===== config.mk =====
export PLATFORM = sky130hd
export DESIGN_NAME = uart_rx_ctrl
export DESIGN_NICKNAME = d
export VERILOG_FILES = /design/src/rtl/uart_rx_ctrl.sv
export SDC_FILE = /design/constraint.sdc
export NUM_CORES = 1
export LEC_CHECK = 0
export BUFFER_PORTS_ARGS = -buffer_cell sky130_fd_sc_hd__buf_2
export CORE_MARGIN = 1.5
export CORE_UTILIZATION = 40
export DETAILED_ROUTE_END_ITERATION = 12
export PLACE_DENSITY = 0.68
export SKIP_CTS_REPAIR_TIMING = 1
export SYNTH_ARGS = -nofsm -noshare
export SYNTH_HDL_FRONTEND = slang
export SYNTH_SLANG_ARGS = --single-unit

===== constraint.sdc =====
create_clock -name clk -period 2.1 [get_ports clk]
set_clock_uncertainty 0.05 [all_clocks]
set_input_delay 0.21 -clock clk [delete_from_list [all_inputs] [get_ports clk]]
set_output_delay 0.21 -clock clk [all_outputs]
set_load 0.02 [all_outputs]

===== src/rtl/uart_rx_ctrl.sv =====
// UART receive frame sequencer: start detect, START/DATA/PARITY/STOP walk driven by sample_done.
// Optional break detection output is compiled in when RX_BREAK_DET_EN is defined.
module uart_rx_ctrl #(
  parameter int DATA_WIDTH = 8,
  parameter int PRESC_W    = 6
) (
  input  logic               clk,
  input  logic               rst,
  input  logic               RX_IN,
  input  logic [PRESC_W-1:0] prescale,
  input  logic               PAR_EN,
  input  logic               PAR_TYP,
  input  logic               sampled_bit,
  input  logic               sample_done,
  output logic [PRESC_W-1:0] edge_cnt,
  output logic               data_samp_en,
  output logic               deser_en,
  output logic               data_valid,
  output logic               par_err,
  output logic               stp_err,
`ifdef RX_BREAK_DET_EN
  output logic               break_det,
`endif
  output logic               busy
);

  localparam int BIT_W = (DATA_WIDTH > 1) ? $clog2(DATA_WIDTH) : 1;

  typedef enum logic [2:0] {IDLE, START, DATA, PARITY, STOP} state_t;

  state_t             state, state_nxt;
  logic [BIT_W-1:0]   bit_cnt, bit_cnt_nxt;
  logic [PRESC_W-1:0] presc_q, presc_nxt, edge_nxt;
  logic               par_en_q, par_en_nxt, par_typ_q, par_typ_nxt;
  logic               acc, acc_nxt, perr, perr_nxt;
  logic               deser_nxt, dv_nxt, pe_nxt, se_nxt;
`ifdef RX_BREAK_DET_EN
  logic               zero_q, zero_nxt, bd_nxt;
`endif

  function automatic logic presc_legal(input logic [PRESC_W-1:0] p);
    return (p == PRESC_W'(4)) || (p == PRESC_W'(8)) ||
           (p == PRESC_W'(16)) || (p == PRESC_W'(32));
  endfunction

  // NOTE: every always_comb output gets a default first so no path can infer a latch.
  always_comb begin
    state_nxt   = state;
    bit_cnt_nxt = bit_cnt;
    presc_nxt   = presc_q;
    par_en_nxt  = par_en_q;
    par_typ_nxt = par_typ_q;
    acc_nxt     = acc;
    perr_nxt    = perr;
    deser_nxt   = 1'b0;
    dv_nxt      = 1'b0;
    pe_nxt      = 1'b0;
    se_nxt      = 1'b0;
`ifdef RX_BREAK_DET_EN
    zero_nxt    = zero_q;
    bd_nxt      = 1'b0;
`endif
    unique case (state)
      IDLE: begin
        if (!RX_IN && presc_legal(prescale)) begin
          state_nxt   = START;
          presc_nxt   = prescale;
          par_en_nxt  = PAR_EN;
          par_typ_nxt = PAR_TYP;
        end
      end
      START: begin
        if (sample_done) begin
          if (sampled_bit) begin
            state_nxt = IDLE;
          end else begin
            state_nxt   = DATA;
            bit_cnt_nxt = '0;
            acc_nxt     = 1'b0;
            perr_nxt    = 1'b0;
`ifdef RX_BREAK_DET_EN
            zero_nxt    = 1'b1;
`endif
          end
        end
      end
      DATA: begin
        if (sample_done) begin
          deser_nxt = 1'b1;
          acc_nxt   = acc ^ sampled_bit;
`ifdef RX_BREAK_DET_EN
          zero_nxt  = zero_q & ~sampled_bit;
`endif
          if (bit_cnt == BIT_W'(DATA_WIDTH - 1)) begin
            state_nxt = par_en_q ? PARITY : STOP;
          end else begin
            bit_cnt_nxt = bit_cnt + BIT_W'(1);
          end
        end
      end
      PARITY: begin
        if (sample_done) begin
          perr_nxt  = sampled_bit ^ acc ^ par_typ_q;
          state_nxt = STOP;
        end
      end
      STOP: begin
        if (sample_done) begin
          se_nxt    = ~sampled_bit;
          pe_nxt    = perr;
          dv_nxt    = sampled_bit & ~perr;
`ifdef RX_BREAK_DET_EN
          bd_nxt    = ~sampled_bit & zero_q;
`endif
          state_nxt = IDLE;
        end
      end
      default: state_nxt = IDLE;
    endcase

    // Free-running oversample index; bit boundaries come from sample_done, not from here.
    if (state == IDLE || state_nxt == IDLE) begin
      edge_nxt = '0;
    end else if (edge_cnt == presc_q - PRESC_W'(1)) begin
      edge_nxt = '0;
    end else begin
      edge_nxt = edge_cnt + PRESC_W'(1);
    end
  end

  // NOTE: sequential state uses non-blocking assignments so every flop samples pre-edge values.
  always_ff @(posedge clk or posedge rst) begin
    if (rst) begin
      state        <= IDLE;
      bit_cnt      <= '0;
      presc_q      <= '0;
      par_en_q     <= 1'b0;
      par_typ_q    <= 1'b0;
      acc          <= 1'b0;
      perr         <= 1'b0;
      edge_cnt     <= '0;
      data_samp_en <= 1'b0;
      deser_en     <= 1'b0;
      data_valid   <= 1'b0;
      par_err      <= 1'b0;
      stp_err      <= 1'b0;
      busy         <= 1'b0;
`ifdef RX_BREAK_DET_EN
      zero_q       <= 1'b0;
      break_det    <= 1'b0;
`endif
    end else begin
      state        <= state_nxt;
      bit_cnt      <= bit_cnt_nxt;
      presc_q      <= presc_nxt;
      par_en_q     <= par_en_nxt;
      par_typ_q    <= par_typ_nxt;
      acc          <= acc_nxt;
      perr         <= perr_nxt;
      edge_cnt     <= edge_nxt;
      data_samp_en <= (state_nxt != IDLE);
      deser_en     <= deser_nxt;
      data_valid   <= dv_nxt;
      par_err      <= pe_nxt;
      stp_err      <= se_nxt;
      busy         <= (state_nxt != IDLE);
`ifdef RX_BREAK_DET_EN
      zero_q       <= zero_nxt;
      break_det    <= bd_nxt;
`endif
    end
  end

endmodule

==> impl_metrics.toml, run 1 <==
[clock_tree]
numClockSinks = 27
h-tree-depth = 1
clock_tree_from_tritoncts = "done"
worstSkewPairLatency_ns = 0.31
cts_buffers = 3
max-clock-path-buffers = 2
clockRootBuffer = "sky130_fd_sc_hd__clkbuf_4"
worst_setup_hold_path_clk_slew_ns = 0.13

[placement]
place_congestion = 0.837
hpwlAfterDp_mm = 2.12
port_buffers = 24
place_ws_ns = 0.221
place_area_mm2 = 0.00163

[critical_path]
critical-path-slowest-cell = "sky130_fd_sc_hd__or4_1"
crit_required_ns = 2.24
worstPathArrival_ns = 2.05
endpoint = "edge_cnt[3]"
ff2ff_setup_slack_ns = 0.19
cp-startpoint = "presc_q[0]"
critPathMaxFanout = 6
crit_type = "register to register"
worst_setup_path_start_kind = "register"
max_stage_delay_ns = 0.47
timing.critical_path.cells = "or3_4 > or4_1 > a32oi_1 > buf_4 > a211oi_1"
reg2reg_from = "presc_q[0]"
endpoint_kind = "register"
reg2reg_to = "edge_cnt[3]"
r2r.worst_path.cells = 5

[timing]
postLayoutSetupSlackWorst_ns = 0.194
period_share = 0.908
max_freq_mhz = 525
setup_viol_count_final = 0
unrepaired_setup_endpoints_after_global_routing = "false"
holdWs_ns = 0.0671
finalHoldViolations = 0
finalSetupTns_ns = 0
fin_crit_ns = 1.91
worstMarginPinSlew_ns = 0.404
max_transition_viols_final = 0
relSlewSlack = 0.729

[logic_synthesis]
synthDominantAreaCellType = "sky130_fd_sc_hd__dfrtp_1"
post_synth_num_cell_types = 37
synth_area_mm2 = 0.00142
synthesis.instances = 133
most_used_flip_flop_cell_after_synthesis = "sky130_fd_sc_hd__dfrtp_1"
post_synth_main_area_contributors = "sky130_fd_sc_hd__dfrtp_1 (48%), sky130_fd_sc_hd__mux2_2 (5.6%), sky130_fd_sc_hd__xor2_1 (4.3%)"
synth_area_per_cell_um2 = 10.7
ys_seq_elements = 27
synth_enable_flop_cells = 0
synth-seq-area-share = 0.476
yosysTopAreaCellShare = 0.476
ys_warn_count = 0
synthesis.nets = 150
synth_async_sr_flop_share = 1.00

[route]
via_count = 1085
vias_per_cell = 5.14
drtAntennaViolNets = 0
detailedRoute.firstIterationViolations = 35
drcViolationCount = 0
post_drt_wl_per_cell_um = 12.8
route.final.wire_length_mm = 2.70
first_drt_pass_iteration_count = 4

[global_route]
grt_pass1_wl_mm = 4.66
grt_antenna_before_repair = 0
gr-total-overflow = 0
largest_net_degree_at_the_start_of_global_routing = 28
grtUsageTotal = 0.148
first_global_vias = 1098

[power]
cellInternalPower_uw = 1050
register_share_of_total_power = 0.472
logic_pwr_share = 0.400
pwr-share-clk = 0.128
power_density_mw_per_mm2 = 988
switching_share = 0.364
power.switching_uw = 599
leakage_uw = 0.000796
peakVddDrop_uv = 459

[final_layout]
insertedDiodeCount = 0
fillerInstances = 341
numnets_final = 183
drive_gt1_frac = 0.273
area_growth_syn_to_layout_pct = 17.4
finalInstanceArea_mm2 = 0.00167
top_library_cells_by_usage_in_the_layout_fill_and_taps_aside = "sky130_fd_sc_hd__dfrtp_1 (27), sky130_fd_sc_hd__buf_2 (24), sky130_fd_sc_hd__nor2_1 (8)"
final_common_cell = "sky130_fd_sc_hd__dfrtp_1"
core_utilization_of_the_finished_layout = 0.495

[die]
die_height_um = 62.6
row_count = 21
floorplan.initialDensity = 0.422
core_area_mm2 = 0.00336
ioPinCount = 25
floorplan.die.width_um = 62.6
die_ar_mm2 = 0.00391

[job]
timing.max_cap.violations = 0

[min_path]
holdCritPathClass = "input port to register"
hold_path_startpoint = "sampled_bit"

[run_status]
run_status = "complete, no violations"
==> metal layers <==
layer / wire (um) / GRT usage / up-vias
met2: 1420 / 0.273 / 15
met5: 0 / 0 / -
met3: 105 / 0.0234 / 2
met4: 17 / 0.0583 / 0
li1: - / - / 537
met1: 1160 / 0.171 / 531
==> cells in the mapped netlist, types with 2 or more instances <==
cell / instances
sky130_fd_sc_hd__a211oi_1: 6
sky130_fd_sc_hd__a21oi_1: 7
sky130_fd_sc_hd__and2_1: 2
sky130_fd_sc_hd__clkbuf_1: 2
sky130_fd_sc_hd__dfrtp_1: 27
sky130_fd_sc_hd__ha_1: 4
sky130_fd_sc_hd__inv_1: 7
sky130_fd_sc_hd__mux2_2: 7
sky130_fd_sc_hd__mux2i_1: 2
sky130_fd_sc_hd__nand2_1: 6
sky130_fd_sc_hd__nand2b_1: 6
sky130_fd_sc_hd__nand3_1: 3
sky130_fd_sc_hd__nor2_1: 8
sky130_fd_sc_hd__nor2b_1: 4
sky130_fd_sc_hd__nor3_1: 2
sky130_fd_sc_hd__nor3b_1: 2
sky130_fd_sc_hd__nor4b_1: 2
sky130_fd_sc_hd__o21ai_0: 5
sky130_fd_sc_hd__o21bai_1: 2
sky130_fd_sc_hd__xnor2_1: 6
sky130_fd_sc_hd__xor2_1: 7
==> worst min path at each step <==
stage / slack, ns / endpoint / depth (start not counted)
2_1_floorplan: 0.21 / acc / 1
3_3_place_gp: 0.23 / par_err / 3
4_1_cts: -0.13 / par_err / 3
3_5_place_dp: 0.23 / par_err / 3
5_1_grt: 0.04 / par_typ_q / 2
6_report: 0.07 / stp_err / 2
==> cell families (layout without fill, tap and decap cells) <==
family,after synthesis,count (layout),synth area share
flops,27,27,0.476
compound gates,27,27,0.124
mux,9,9,0.0697
simple gates,42,42,0.182
xor+xnor,13,13,0.0802
buf+inv,11,43,0.0326
fa+ha+maj,4,4,0.0353
==> power groups by stage <==
stage                     registers [uW]  clock network [uW]  logic, uW
after floorplan                      795                   0        462
after global placement               784                   0        634
after detailed placement             788                   0        660
after CTS                            778                 227        661
after global routing                 797                 247        735
final                                776                 211        658
==> area by class of cell <==
class / count / area (um^2) / area share
well taps: 46 / 57.6 / 0.0346
repair buffers: 32 / 183 / 0.110
multi-input cells: 95 / 697 / 0.418
inverters: 7 / 26.3 / 0.0158
clock buffers: 4 / 26.3 / 0.0158
flip-flops and latches: 27 / 676 / 0.406
==> through the flow <==
step,total power (uW),cells
6_report,1640,211
5_1_grt,1780,211
4_1_cts,1670,210
3_5_place_dp,1450,206
3_3_place_gp,1420,206
2_1_floorplan,1260,133
==> worst max-delay path: cells and delay by family, from the launching register on <==
family | cells | cell delay, ns
AND/OR/NAND/NOR | 2 | 0.86
AO/OA/AOI/OAI | 2 | 0.27
buffers and inverters | 1 | 0.18
flip-flops | 1 | 0.42
==> state kept, by name, indices dropped and copies added (netlist names), 3 cells and up <==
signal / cells
edge_cnt: 6
presc_q: 6
bit_cnt: 3
state: 3
(Power assumes the default switching activity.)
==> run 2: changes to the inputs <==
- ABC_AREA: unset -> 1
==> run 2 against run 1 <==
  * Die area grew 5.5%
  * Final cell count grew 28%
  * Core utilization shrank 1.7 points
==> impl_metrics.toml, run 2 <==
[run_status]
run_status = "complete, no violations"

[final_layout]
core_utilization_of_the_finished_layout = 0.478
biggestRegsByFlops = "edge_cnt (6), presc_q (6)"
area_growth_syn_to_layout_pct = 15.7
final_common_cell = "sky130_fd_sc_hd__nand2_1"
finalInstanceArea_mm2 = 0.00174
fillerInstances = 389
numnets_final = 241
drive_gt1_frac = 0.202
insertedDiodeCount = 0
top_library_cells_by_usage_in_the_layout_fill_and_taps_aside = "sky130_fd_sc_hd__nand2_1 (52), sky130_fd_sc_hd__inv_1 (29), sky130_fd_sc_hd__dfrtp_1 (27), sky130_fd_sc_hd__buf_2 (24), sky130_fd_sc_hd__nor2_1 (21)"

[clock_tree]
max-clock-path-buffers = 2
worstSkewPairLatency_ns = 0.27
clock_tree_from_tritoncts = "done"
h-tree-depth = 1
numClockSinks = 27
clockRootBuffer = "sky130_fd_sc_hd__clkbuf_8"
cts_buffers = 3
worst_setup_hold_path_clk_slew_ns = 0.09

[global_route]
first_global_vias = 1164
grt_antenna_before_repair = 0
largest_net_degree_at_the_start_of_global_routing = 28
grt_pass1_wl_mm = 4.93
gr-total-overflow = 0
grtUsageTotal = 0.150

[logic_synthesis]
synth_enable_flop_cells = 0
ys_warn_count = 0
post_synth_most_frequent_cells = "sky130_fd_sc_hd__nand2_1 (52), sky130_fd_sc_hd__inv_1 (29), sky130_fd_sc_hd__dfrtp_1 (27)"
most_used_flip_flop_cell_after_synthesis = "sky130_fd_sc_hd__dfrtp_1"
synth_area_mm2 = 0.00150
synth_async_sr_flop_share = 1.00
post-synth-top-count-cell = "sky130_fd_sc_hd__nand2_1"
synth_area_per_cell_um2 = 7.74
synthDominantAreaCellType = "sky130_fd_sc_hd__dfrtp_1"
synthesis.nets = 211
post_synth_main_area_contributors = "sky130_fd_sc_hd__dfrtp_1 (45%), sky130_fd_sc_hd__nand2_1 (13%), sky130_fd_sc_hd__inv_1 (7.2%)"
post_synth_num_cell_types = 24
yosysTopAreaCellShare = 0.450
ys_seq_elements = 27
synthesis.instances = 194
synth-seq-area-share = 0.450

[die]
row_count = 22
core_area_mm2 = 0.00363
ioPinCount = 25
floorplan.die.width_um = 64.3
die_height_um = 64.3
floorplan.initialDensity = 0.413
die_ar_mm2 = 0.00413

[critical_path]
r2r.worst_path.cells = 8
critical_path_cell_count = 8
cp-startpoint = "bit_cnt[0]"
timing.critical_path.cells = "ha_1 > ha_1 > nand3_1 > o21ai_0 > a21oi_1 > nand2_2 > nand2_4 > nor2_1"
ff2ff_setup_slack_ns = 0.42
critPathMaxFanout = 6
cpLargestDelayFamily = "adder cells"
reg2reg_from = "bit_cnt[0]"
reg2reg_to = "edge_cnt[0]"
critical-path-slowest-cell = "sky130_fd_sc_hd__dfrtp_1"
crit_type = "register to register"
worstPathBufferInverterCount = 0
max_stage_delay_ns = 0.39
worst_setup_path_start_kind = "register"
endpoint = "edge_cnt[0]"
crit_top_cell = "sky130_fd_sc_hd__ha_1"
worstPathArrival_ns = 1.80
crit_required_ns = 2.22
endpoint_kind = "register"

[timing]
max_freq_mhz = 597
worstMarginPinSlew_ns = 0.326
unrepaired_setup_endpoints_after_global_routing = "false"
fin_crit_ns = 1.68
setup_viol_count_final = 0
finalHoldViolations = 0
max_transition_viols_final = 0
relSlewSlack = 0.783
period_share = 0.798
finalSetupTns_ns = 0

[placement]
hpwlAfterDp_mm = 2.04
place_area_mm2 = 0.00168
place_congestion = 0.774
port_buffers = 24

[power]
peakVddDrop_uv = 256
leakage_uw = 0.000985
power_density_mw_per_mm2 = 754

[route]
vias_per_cell = 4.49
drcViolationCount = 0
post_drt_wl_per_cell_um = 9.58
route.final.wire_length_mm = 2.60
detailedRoute.firstIterationViolations = 82
first_drt_pass_iteration_count = 4
via_count = 1217
drtAntennaViolNets = 0

[job]
timing.max_cap.violations = 0

[min_path]
hold_path_depth = 3
holdCritPathClass = "input port to register"
-- run 2: changes by cell type in the layout (fill, tap and decap cells not counted), moves of 7 or more --
cell | previous run | this run
sky130_fd_sc_hd__nand2_1 | 6 | 52
sky130_fd_sc_hd__inv_1 | 7 | 29
sky130_fd_sc_hd__nand3_1 | 3 | 17
sky130_fd_sc_hd__nor2_1 | 8 | 21
sky130_fd_sc_hd__mux2_2 | 7 | 0
-- run 2: kinds of logic after synthesis --
| logic type | count (synthesis) | share of synthesized area |
|---|---|---|
| AOI/OAI and AO/OA | 14 | 0.0517 |
| buffers and inverters | 34 | 0.0875 |
| and+or+nand+nor | 105 | 0.319 |
| xor gates and xnor gates | 10 | 0.0583 |
| DFF | 27 | 0.450 |
| adders and majority gates | 4 | 0.0333 |
-- run 2: per-stage QoR --
step	hold slack, ns	worst slack, ns	std cells	power [uW]
after floorplan	0.213	0.593	194	946
after global placement	0.232	0.441	266	1020
after detailed placement	0.235	0.436	266	1030
after CTS	-0.0653	0.409	270	1320
after global routing	0.0977	0.241	271	1430
final	0.0809	0.425	271	1310
-- run 2: worst min-delay path by stage --
stage	startpoint	end
floorplan	rst	acc
global placement	rst	edge_cnt[3]
detailed placement	rst	edge_cnt[0]
CTS	rst	state[0]
global route	PAR_TYP	par_typ_q
finish	PAR_TYP	par_typ_q
-- run 2: final cells by class --
type,count,area (um^2),share of cell area
sequential,27,676,0.389
timing repair buffer,26,138,0.0793
inverter,33,124,0.0713
tap,48,60.1,0.0346
multi-input combinational,133,694,0.400
clock buffer,4,45.0,0.0259
-- run 2: routing by layer --
layer	up-vias	GRT usage	wire length [um]
li1	658	-	-
met5	-	0	0
met2	24	0.232	1090
met4	0	0.0638	57
met3	5	0.0158	82
met1	530	0.211	1360
-- run 2: power by group --
part           switching, uW  leakage (uW)  internal, uW
combinational            207      0.000601           145
sequential              58.3      0.000361           602
clock                    161     0.0000228           136
total                    426      0.000985           884
-- run 2: worst register-to-register path, delay by kind of cell, from the launching register on --
family,cells,cell delay [ns]
simple gates,4,0.38
flops,1,0.39
fa+ha+maj,2,0.43
compound gates,2,0.32
